## config.mk

```make
export PLATFORM = sky130hd
export DESIGN_NAME = iblut_v2c_lookup_pipe
export DESIGN_NICKNAME = d
export VERILOG_FILES = /design/src/rtl/iblut_pkg.sv /design/src/rtl/iblut_v2c_lookup_pipe_regfile.sv /design/src/rtl/iblut_v2c_lookup_pipe.sv
export SDC_FILE = /design/constraint.sdc
export NUM_CORES = 1
export LEC_CHECK = 0
export CORE_UTILIZATION = 55
export DETAILED_ROUTE_END_ITERATION = 7
export HOLD_SLACK_MARGIN = 0.05
export PLACE_DENSITY_LB_ADDON = 0.3
export SKIP_LAST_GASP = 1
export SYNTH_ARGS = -nofsm -noshare
export SYNTH_HDL_FRONTEND = slang
export SYNTH_HIERARCHICAL = 1
export SYNTH_SLANG_ARGS = --single-unit
```

## constraint.sdc

```tcl
create_clock -name sys_clk -period 3.5 [get_ports sys_clk]
set_input_delay 1.05 -clock sys_clk [delete_from_list [all_inputs] [get_ports sys_clk]]
set_output_delay 1.05 -clock sys_clk [all_outputs]
set_load 0.01 [all_outputs]
```

## src/rtl/iblut_pkg.sv

```systemverilog
// iblut_pkg: shared types and helpers for the IB-LUT V2C lookup stage.
// Holds the load/run state enum, LUT address width and address packing.
package iblut_pkg;

   typedef enum logic [1:0] {
      IDLE  = 2'd0,
      DRAIN = 2'd1,
      LOAD  = 2'd2,
      RUN   = 2'd3
   } iblut_load_state_e;

   localparam int MSG_WIDTH_DEF = 4;

   function automatic int lut_addr_w(input int msg_width);
      return 2 * msg_width - 1;
   endfunction

   // {A.sign ^ B.sign, A.mag, B.mag}; the table holds entries
   // relative to the sign of A, so only the sign difference matters.
   function automatic logic [31:0] pack_addr(
      input logic [31:0] a,
      input logic [31:0] b,
      input int          msg_width
   );
      logic [31:0] m;
      logic        s;
      m = (32'd1 << (msg_width - 1)) - 32'd1;
      s = a[msg_width-1] ^ b[msg_width-1];
      return ({31'd0, s} << (2 * (msg_width - 1)))
           | ((a & m) << (msg_width - 1))
           | (b & m);
   endfunction

endpackage

```

## src/rtl/iblut_v2c_lookup_pipe_regfile.sv

```systemverilog
// iblut_v2c_regfile: LUT storage, one sync write port, one registered
// read port. Ports: i_clk, i_rst_n, i_we/i_waddr/i_wdata, i_re/i_raddr, o_rdata.
module iblut_v2c_regfile #(
   parameter int AW = 7,
   parameter int DW = 4
) (
   input  logic          i_clk,
   input  logic          i_rst_n,
   input  logic          i_we,
   input  logic [AW-1:0] i_waddr,
   input  logic [DW-1:0] i_wdata,
   input  logic          i_re,
   input  logic [AW-1:0] i_raddr,
   output logic [DW-1:0] o_rdata
);

   // Storage is deliberately not reset; contents survive rstn.
   logic [DW-1:0] r_mem [2**AW];
   logic [DW-1:0] r_rdata;

   always_ff @(posedge i_clk) begin
      if (i_we)
         r_mem[i_waddr] <= i_wdata;
   end

   always_ff @(posedge i_clk or negedge i_rst_n) begin
      if (!i_rst_n)
         r_rdata <= '0;
      else if (i_re)
         r_rdata <= r_mem[i_raddr];
   end

   assign o_rdata = r_rdata;

endmodule

```

## src/rtl/iblut_v2c_lookup_pipe.sv

```systemverilog
// iblut_v2c_lookup_pipe: 2-stage IB-LUT V2C lookup with runtime LUT load.
// Ports: sys_clk, rstn, load_start_i, lut_wvalid_i, lut_wdata_i,
// lut_busy_o, in_valid_i/in_ready_o, ch_msg_i, c2v_msg_i,
// out_valid_o/out_ready_i, map_v2c_o, raw_v2c_sign_o, and v2c_int_o
// when IBLUT_V2C_SYM2INT_EN is defined.
module iblut_v2c_lookup_pipe
   import iblut_pkg::*;
#(
   parameter int MSG_WIDTH = MSG_WIDTH_DEF
) (
   input  logic                 sys_clk,
   input  logic                 rstn,
   input  logic                 load_start_i,
   input  logic                 lut_wvalid_i,
   input  logic [MSG_WIDTH-1:0] lut_wdata_i,
   output logic                 lut_busy_o,
   input  logic                 in_valid_i,
   output logic                 in_ready_o,
   input  logic [MSG_WIDTH-1:0] ch_msg_i,
   input  logic [MSG_WIDTH-1:0] c2v_msg_i,
   output logic                 out_valid_o,
   input  logic                 out_ready_i,
   output logic [MSG_WIDTH-1:0] map_v2c_o,
   output logic                 raw_v2c_sign_o
`ifdef IBLUT_V2C_SYM2INT_EN
   ,
   output logic [MSG_WIDTH-1:0] v2c_int_o
`endif
);

   localparam int LUT_ADDR_W = lut_addr_w(MSG_WIDTH);
   localparam int LUT_DEPTH  = 2**LUT_ADDR_W;
   localparam logic [LUT_ADDR_W-1:0] LAST_A =
      LUT_ADDR_W'(LUT_DEPTH - 1);

   iblut_load_state_e r_state;
   iblut_load_state_e w_state_nx;

   logic [LUT_ADDR_W-1:0] r_cnt;
   logic                  w_lut_we;
   logic                  w_run;

   logic                  r_s1_valid;
   logic [LUT_ADDR_W-1:0] r_s1_addr;
   logic                  r_s1_sign;
   logic                  r_s2_valid;
   logic                  r_s2_sign;
   logic [MSG_WIDTH-1:0]  w_s2_sym;

   logic                  w_s2_ld;
   logic                  w_s1_ld;
   logic                  w_in_fire;
   logic [LUT_ADDR_W-1:0] w_addr;

   // State register
   always_ff @(posedge sys_clk or negedge rstn) begin
      if (!rstn)
         r_state <= IDLE;
      else
         r_state <= w_state_nx;
   end

   // Next-state logic
   always_comb begin
      w_state_nx = r_state;
      unique case (r_state)
         IDLE:  if (load_start_i) w_state_nx = LOAD;
         RUN:   if (load_start_i) w_state_nx = DRAIN;
         DRAIN: if (!r_s1_valid && !r_s2_valid) w_state_nx = LOAD;
         LOAD:  if (w_lut_we && r_cnt == LAST_A) w_state_nx = RUN;
         default: w_state_nx = IDLE;
      endcase
   end

   // Output decode; a restart request wins over a same-cycle write
   always_comb begin
      w_run      = 1'b0;
      lut_busy_o = 1'b0;
      w_lut_we   = 1'b0;
      unique case (1'b1)
         (r_state == RUN):   w_run = 1'b1;
         (r_state == DRAIN): lut_busy_o = 1'b1;
         (r_state == LOAD): begin
            lut_busy_o = 1'b1;
            w_lut_we   = lut_wvalid_i && !load_start_i;
         end
         default: ;
      endcase
   end

   // Write counter only advances in LOAD; cleared everywhere else
   always_ff @(posedge sys_clk or negedge rstn) begin
      if (!rstn)
         r_cnt <= '0;
      else if (r_state != LOAD || load_start_i)
         r_cnt <= '0;
      else if (lut_wvalid_i)
         r_cnt <= r_cnt + LUT_ADDR_W'(1);
   end

   assign w_s2_ld    = !r_s2_valid || out_ready_i;
   assign w_s1_ld    = !r_s1_valid || w_s2_ld;
   assign in_ready_o = w_run && w_s1_ld;
   assign w_in_fire  = in_valid_i && in_ready_o;
   assign w_addr     = LUT_ADDR_W'(pack_addr(32'(ch_msg_i),
                                             32'(c2v_msg_i),
                                             MSG_WIDTH));

   always_ff @(posedge sys_clk or negedge rstn) begin
      if (!rstn) begin
         r_s1_valid <= 1'b0;
         r_s1_addr  <= '0;
         r_s1_sign  <= 1'b0;
      end else if (w_s1_ld) begin
         r_s1_valid <= w_in_fire;
         r_s1_addr  <= w_addr;
         r_s1_sign  <= ch_msg_i[MSG_WIDTH-1];
      end
   end

   always_ff @(posedge sys_clk or negedge rstn) begin
      if (!rstn) begin
         r_s2_valid <= 1'b0;
         r_s2_sign  <= 1'b0;
      end else if (w_s2_ld) begin
         r_s2_valid <= r_s1_valid;
         r_s2_sign  <= r_s1_sign;
      end
   end

   // The regfile read register is the S2 symbol register
   iblut_v2c_regfile #(
      .AW (LUT_ADDR_W),
      .DW (MSG_WIDTH)
   ) u_lut (
      .i_clk   (sys_clk),
      .i_rst_n (rstn),
      .i_we    (w_lut_we),
      .i_waddr (r_cnt),
      .i_wdata (lut_wdata_i),
      .i_re    (w_s2_ld && r_s1_valid),
      .i_raddr (r_s1_addr),
      .o_rdata (w_s2_sym)
   );

   assign out_valid_o    = r_s2_valid;
   assign map_v2c_o      = w_s2_sym;
   assign raw_v2c_sign_o = r_s2_sign;

`ifdef IBLUT_V2C_SYM2INT_EN
   // Gated until S2 has held real data, so the reset value reads 0
   // rather than the sign-flipped image of a zero symbol.
   logic r_s2_seen;

   always_ff @(posedge sys_clk or negedge rstn) begin
      if (!rstn)
         r_s2_seen <= 1'b0;
      else if (w_s2_ld && r_s1_valid)
         r_s2_seen <= 1'b1;
   end

   assign v2c_int_o = !r_s2_seen ? '0 :
      {r_s2_sign ? w_s2_sym[MSG_WIDTH-1] : ~w_s2_sym[MSG_WIDTH-1],
       w_s2_sym[MSG_WIDTH-2:0]};
`endif

endmodule

```

* Word-level counts from Yosys, hierarchy flattened
Memories as Yosys holds them, arrays and structs flattened. A register that Yosys moved wholly into a read port is not among the register bits.
Cells that the tools add are included.
** Cells by class
- Bitwise operators :: 3
- Reduce and logical (&&, ||, !) cells :: 17
- Add/sub/neg operators :: 1
- Mux-type cells :: 12
- Equality and inequality tests :: 9
** Operators by type and width (number)
- $mux W7 :: 2
- $ne A2 B2 Y1 const B :: 5
- $mux W2 :: 4
- $pmux W2 S4 :: 1
- $add A7 B1 Y7 const B :: 1
- $eq A7 B7 Y1 const B :: 1
- $or A7 B3 Y7 :: 1
- $or A7 B6 Y7 :: 1
- $logic_and A1 B1 Y1 :: 6
- $mux W1 :: 5
- $eq A2 B2 Y1 const B :: 2
- $logic_not A1 Y1 :: 4
- $reduce_and A4 Y1 :: 1
- $logic_or A1 B1 Y1 :: 3
- $eq A2 B1 Y1 const B :: 1
- $logic_not A2 Y1 :: 1
- $reduce_bool A2 Y1 :: 1
- $reduce_or A2 Y1 :: 1
- $xor A1 B1 Y1 :: 1
** Storage, ports and cells
- Bits in registers :: 20
- RAM bits :: 512
- Output and inout port bits :: 8
- Memories :: 1
- Input port bits :: 18
- Word-level logic and storage cells :: 50
** Memory list
- u_lut.r_mem :: depth 128, width 4, rd ports 1, clocked after memory_dff 1, wr ports 1, line iblut_v2c_lookup_pipe_regfile.sv:18 : logic [DW-1:0] r_mem [2**AW];

* Depth between registers and ports, before layout
- Depth in word-level cells :: 6
- Mapped depth :: 11
- Mapped depth without buffers :: 6

* Cells and area by module
The synthesis kept the hierarchy.
** By module, submodules not included
- iblut_v2c_regfile :: sequential area each 15474.8 um^2, area each 20905.0 um^2, instances 1, cells an instance 1195
- iblut_v2c_lookup_pipe :: sequential area each 500.5 um^2, area each 988.4 um^2, instances 1, cells an instance 87

* Least setup slack after synthesis
No wires, ideal clock.
- Path type :: input -> register
- Start :: input lut_wvalid_i
- End :: memory u_lut.r_mem[29][0], enable pin
- Required time :: 3.170 ns
- Arrival :: 2.393 ns
- Path buffers :: 3
- Cell stages on the path :: 7
- Library setup time :: 0.330 ns
- Setup slack :: 0.777 ns
- Path through :: buf_6 -> and3_2 -> clkbuf_1 -> nor2b_1 -> nand3_1 -> clkbuf_1 -> nor2_1
** On the way
- Cells in the longest elaborated chain, start to end :: 4
** RTL lines
- start, declared :: line iblut_v2c_lookup_pipe.sv:14 : input logic lut_wvalid_i,
- $logic_and A1 B1 Y1 :: line iblut_v2c_lookup_pipe.sv:85 : w_lut_we = lut_wvalid_i && !load_start_i;
- $mux W1 :: line iblut_v2c_lookup_pipe.sv:80 : unique case (1'b1)
- via w_lut_we :: line iblut_v2c_lookup_pipe.sv:40 : logic w_lut_we;
- $mux W1 :: line iblut_v2c_lookup_pipe_regfile.sv:22 : if (i_we)
- $mux W1 (implied by the code) :: line iblut_v2c_lookup_pipe_regfile.sv:23 : r_mem[i_waddr] <= i_wdata;
- end, declared :: line iblut_v2c_lookup_pipe_regfile.sv:18
The timed path passes the listed nets, and every way through them passes these cells.

* Worst setup path in the final report
- Start :: input out_ready_i
- End :: output in_ready_o
** On the way
- Cells in the longest elaborated chain, start to end :: 3
** RTL lines
- start, declared :: line iblut_v2c_lookup_pipe.sv:22 : input logic out_ready_i,
- $logic_or A1 B1 Y1 :: line iblut_v2c_lookup_pipe.sv:101 : assign w_s2_ld = !r_s2_valid || out_ready_i;
- $logic_or A1 B1 Y1 :: line iblut_v2c_lookup_pipe.sv:102 : assign w_s1_ld = !r_s1_valid || w_s2_ld;
- $logic_and A1 B1 Y1 :: line iblut_v2c_lookup_pipe.sv:103 : assign in_ready_o = w_run && w_s1_ld;
- end, declared :: line iblut_v2c_lookup_pipe.sv:18 : output logic in_ready_o,
Every way passes these cells.

==> results.txt <==
----------------------------------------------------
[Status]
  Outcome ... finished, final reports clean

[Logic synthesis]
  Top area cells in the synthesized netlist ... edfxtp_1, mux2i_1, mux4_2
  Post-Syn Instances ... 1,282
  EDFF count, synth ... around 510
  Post-synth top area cell ... edfxtp_1
  Cell with the most instances after synthesis ... edfxtp_1
  Synthesized Nets ... roughly 1,300
  Share of the yosys chip area belonging to registers ... 0.730
  Synth cell types ... between 50 and 60
  Count of synthesis-stage warnings from yosys ... 6
  Mapped cell area ... 21,900 um^2
  Post-synthesis async set-or-reset flop share ... 0.0448
  Mean cell area of the mapped netlist ... roughly 17 um^2
  Yosys reg bits ... 536
  Top-area cell type share of the netlist area ... 0.702
  Most frequent cells after synthesis ... edfxtp_1, mux2i_1, nor2_1
  Most used flip-flop cell after synthesis ... edfxtp_1

[CTS]
  CTS H-tree depth ... 2
  Worst-path clk slew ... 0.06 ns
  Clk buf depth ... 3
  Root Buffer ... clkbuf_16
  Number of clock buffers inserted by TritonCTS ... 53
  Sinks on the clock net ... 536
  Post-CTS Hold Buffers ... 0
  Number of gates given a new drive strength after cts ... 0
  Postcts setup bufs ... 0
  Worst skew pair latency ... 0.60 ns
  Clock tree from TritonCTS ... yes

[Final layout]
  Fraction of layout cells with a size suffix above 1 ... 0.154
  Number of nets in the final layout ... 1,367
  Antenna diodes ... 0
  Area of combinational cells with multiple inputs ... 5420 um^2
  Fill cells ... 2,724
  Signed area change from the synthesized netlist to the final layout ... 11.7%
  FF/Latch Area ... 16,000 um^2

[Pwr]
  Max rail drop VDD ... 350 uV
  Pwr Density ... 532 nW/um^2
  Psw ... approximately 2.7 mW
  Clk pwr share ... 0.407
  Power share of the sequential group ... 0.544
  Int Power ... 10.3 mW
  Combinational share of power ... 0.049
  Switching portion of total power ... 0.210
  Static leakage ... 8.17 nW

[Floorplan]
  Core ar. ... 38,900 um^2
  Die Span X ... just over 200 um
  I/O pin count ... 26
  Die Height ... approximately 200 um
  Effective utilization at floorplan ... 0.563
  Number of rows created at floorplan ... 72
  Area of the die ... 40,600 um^2

[STA]
  Achievable clock frequency ... 299 MHz
  Clock period minus worst slack ... around 3.3 ns
  Worst relative slew slack ... 0.394
  Final count of hold timing violations ... 0
  Final-report setup violation count ... 0
  Fin Clk Skew ... about 0.020 ns
  Slew @ Worst Pin ... around 0.91 ns
  Fin Setup TNS ... 0 ns
  Worst hold slack ... 0.508 ns
  Number of max-slew violations in the final report ... 0
  RSZ-0062 raised after global routing ... no
  Final period util ... 0.956

[Global route]
  Number of global-route vias before repair ... 11,936
  Number of antenna violations at the first check in global routing ... 0
  Global router's overall resource usage ... 0.252
  Remaining Overflow, GRT ... 0
  First-pass GRT wire length ... 74,800 um
  Pin count of the biggest net entering global routing ... 88

[Setup path]
  Category of the worst setup path launch point ... input pin
  Reg2reg setup slack ... 0.54 ns
  Crit. Startpoint ... out_ready_i
  Data arrival time of the worst path ... about 2.3 ns
  Maximum fanout encountered on the critical timing path ... 2
  Critical path type ... input pin to output port
  Required @ worst endpoint ... 2.45 ns
  Critical path endpoint category ... output port
  Launching point of the worst reg2reg path ... r_s1_addr[0]

[Routing]
  Violation count after the first detailed-route iteration ... roughly 1,300
  Ratio of routed vias to standard cells ... 6.33
  Residual DRC ... 0
  Remaining number of nets flagged by the antenna check after routing ... 0
  Average wire per standard cell ... 26.5 um
  DR pass1 iterations ... 6
  Final Routed Wirelength ... 50,500 um
  Via count of the routed design ... 12,068

[Placed design]
  Count of buffers inserted at the top-level ports ... 25
  Half-perimeter wire length after placement ... ~32,000 um
  Global placer's final weighted congestion ... roughly 0.86

[Min path]
  Min-delay worst type ... flop to flop
  Hold Crit Start ... r_s1_sign

[Job]
  Max-cap violation count ... 0

----------------------------------------------------
## state kept, by name, summed over array words and instances, names as in the netlist
name            flops
r_cnt               7
out_valid_o         1
raw_v2c_sign_o      1
r_s1_sign           1
u_lut/o_rdata       4
r_state             2
r_s1_valid          1
u_lut/r_mem       512
r_s1_addr           7
## layer usage
| layer | up-vias | routed length [um] | track usage |
|---|---|---|---|
| met1 | 6135 | 20100 | 0.350 |
| met2 | 638 | 24300 | 0.403 |
| met3 | 109 | 4350 | 0.0441 |
| met4 | 0 | 1740 | 0.0955 |
| met5 | - | 0 | 0 |
| li1 | 5186 | - | - |
## cell families (layout without fill, tap and decap cells)
| group | count (synthesis) | after routing | share of synthesized area |
|---|---|---|---|
| flops | 536 | 536 | 0.730 |
| simple gates | 253 | 253 | 0.0523 |
| mux | 231 | 231 | 0.135 |
| compound gates | 170 | 170 | 0.0544 |
| buf+inv | 82 | 187 | 0.0238 |
| fa+ha+maj | 5 | 5 | 0.00286 |
| xor+xnor | 5 | 5 | 0.00200 |
## worst paths after layout
path / cells past startpoint / end
max: 4 / in_ready_o
min: 1 / raw_v2c_sign_o
max reg2reg: 7 / u_lut/o_rdata[1]
min reg2reg: 1 / raw_v2c_sign_o
max in group asynchronous: 2 / u_lut/o_rdata[0]
min in group asynchronous: 1 / r_cnt[2]
## cell usage in the layout, fill, tap and decap left out, types with 22 or more instances in the layout
master,Yosys,routed
nor2_1,132,131
mux2_2,26,26
mux4_2,45,45
a21oi_1,40,40
clkbuf_16,0,55
mux2i_1,155,155
nand2_1,40,40
buf_4,7,51
edfxtp_1,512,512
a22oi_1,67,67
clkbuf_1,28,22
## area by class of cell
type / instances / area share
repair buffers: 81 / 0.0316
well taps: 518 / 0.0265
clock buffers: 79 / 0.0608
inverters: 8 / 0.00123
multi-input cells: 664 / 0.221
clock inverters: 19 / 0.00501
flip-flops and latches: 536 / 0.653
## power groups by stage
stage	logic (mW)	registers [mW]	clock network, mW
finish	0.636	7.08	5.30
detailed placement	0.629	7.22	0
global placement	0.622	7.22	0
CTS	0.632	7.08	5.36
floorplan	0.386	7.18	0
global route	0.670	7.08	5.60
## worst max-delay path, cell delays in order
cell and delay (ns):
clkdlybuf4s50_1 0.46, nand3b_1 0.11, and2_1 0.14, clkdlybuf4s50_1 0.54
## stage by stage
step                      instances  area, um^2  worst slack [ns]   util  total power, mW
after floorplan                1282       21900             0.777      -             7.56
after global placement         1807       22800             0.165  0.587             7.84
after detailed placement       1807       22800             0.153  0.587             7.85
after CTS                      1905       24500             0.142  0.628             13.1
after global routing           1905       24500            0.0762  0.628             13.3
final                          1905       24500             0.153  0.628             13.0
No activity file was read; power rests on OpenSTA's default activity.
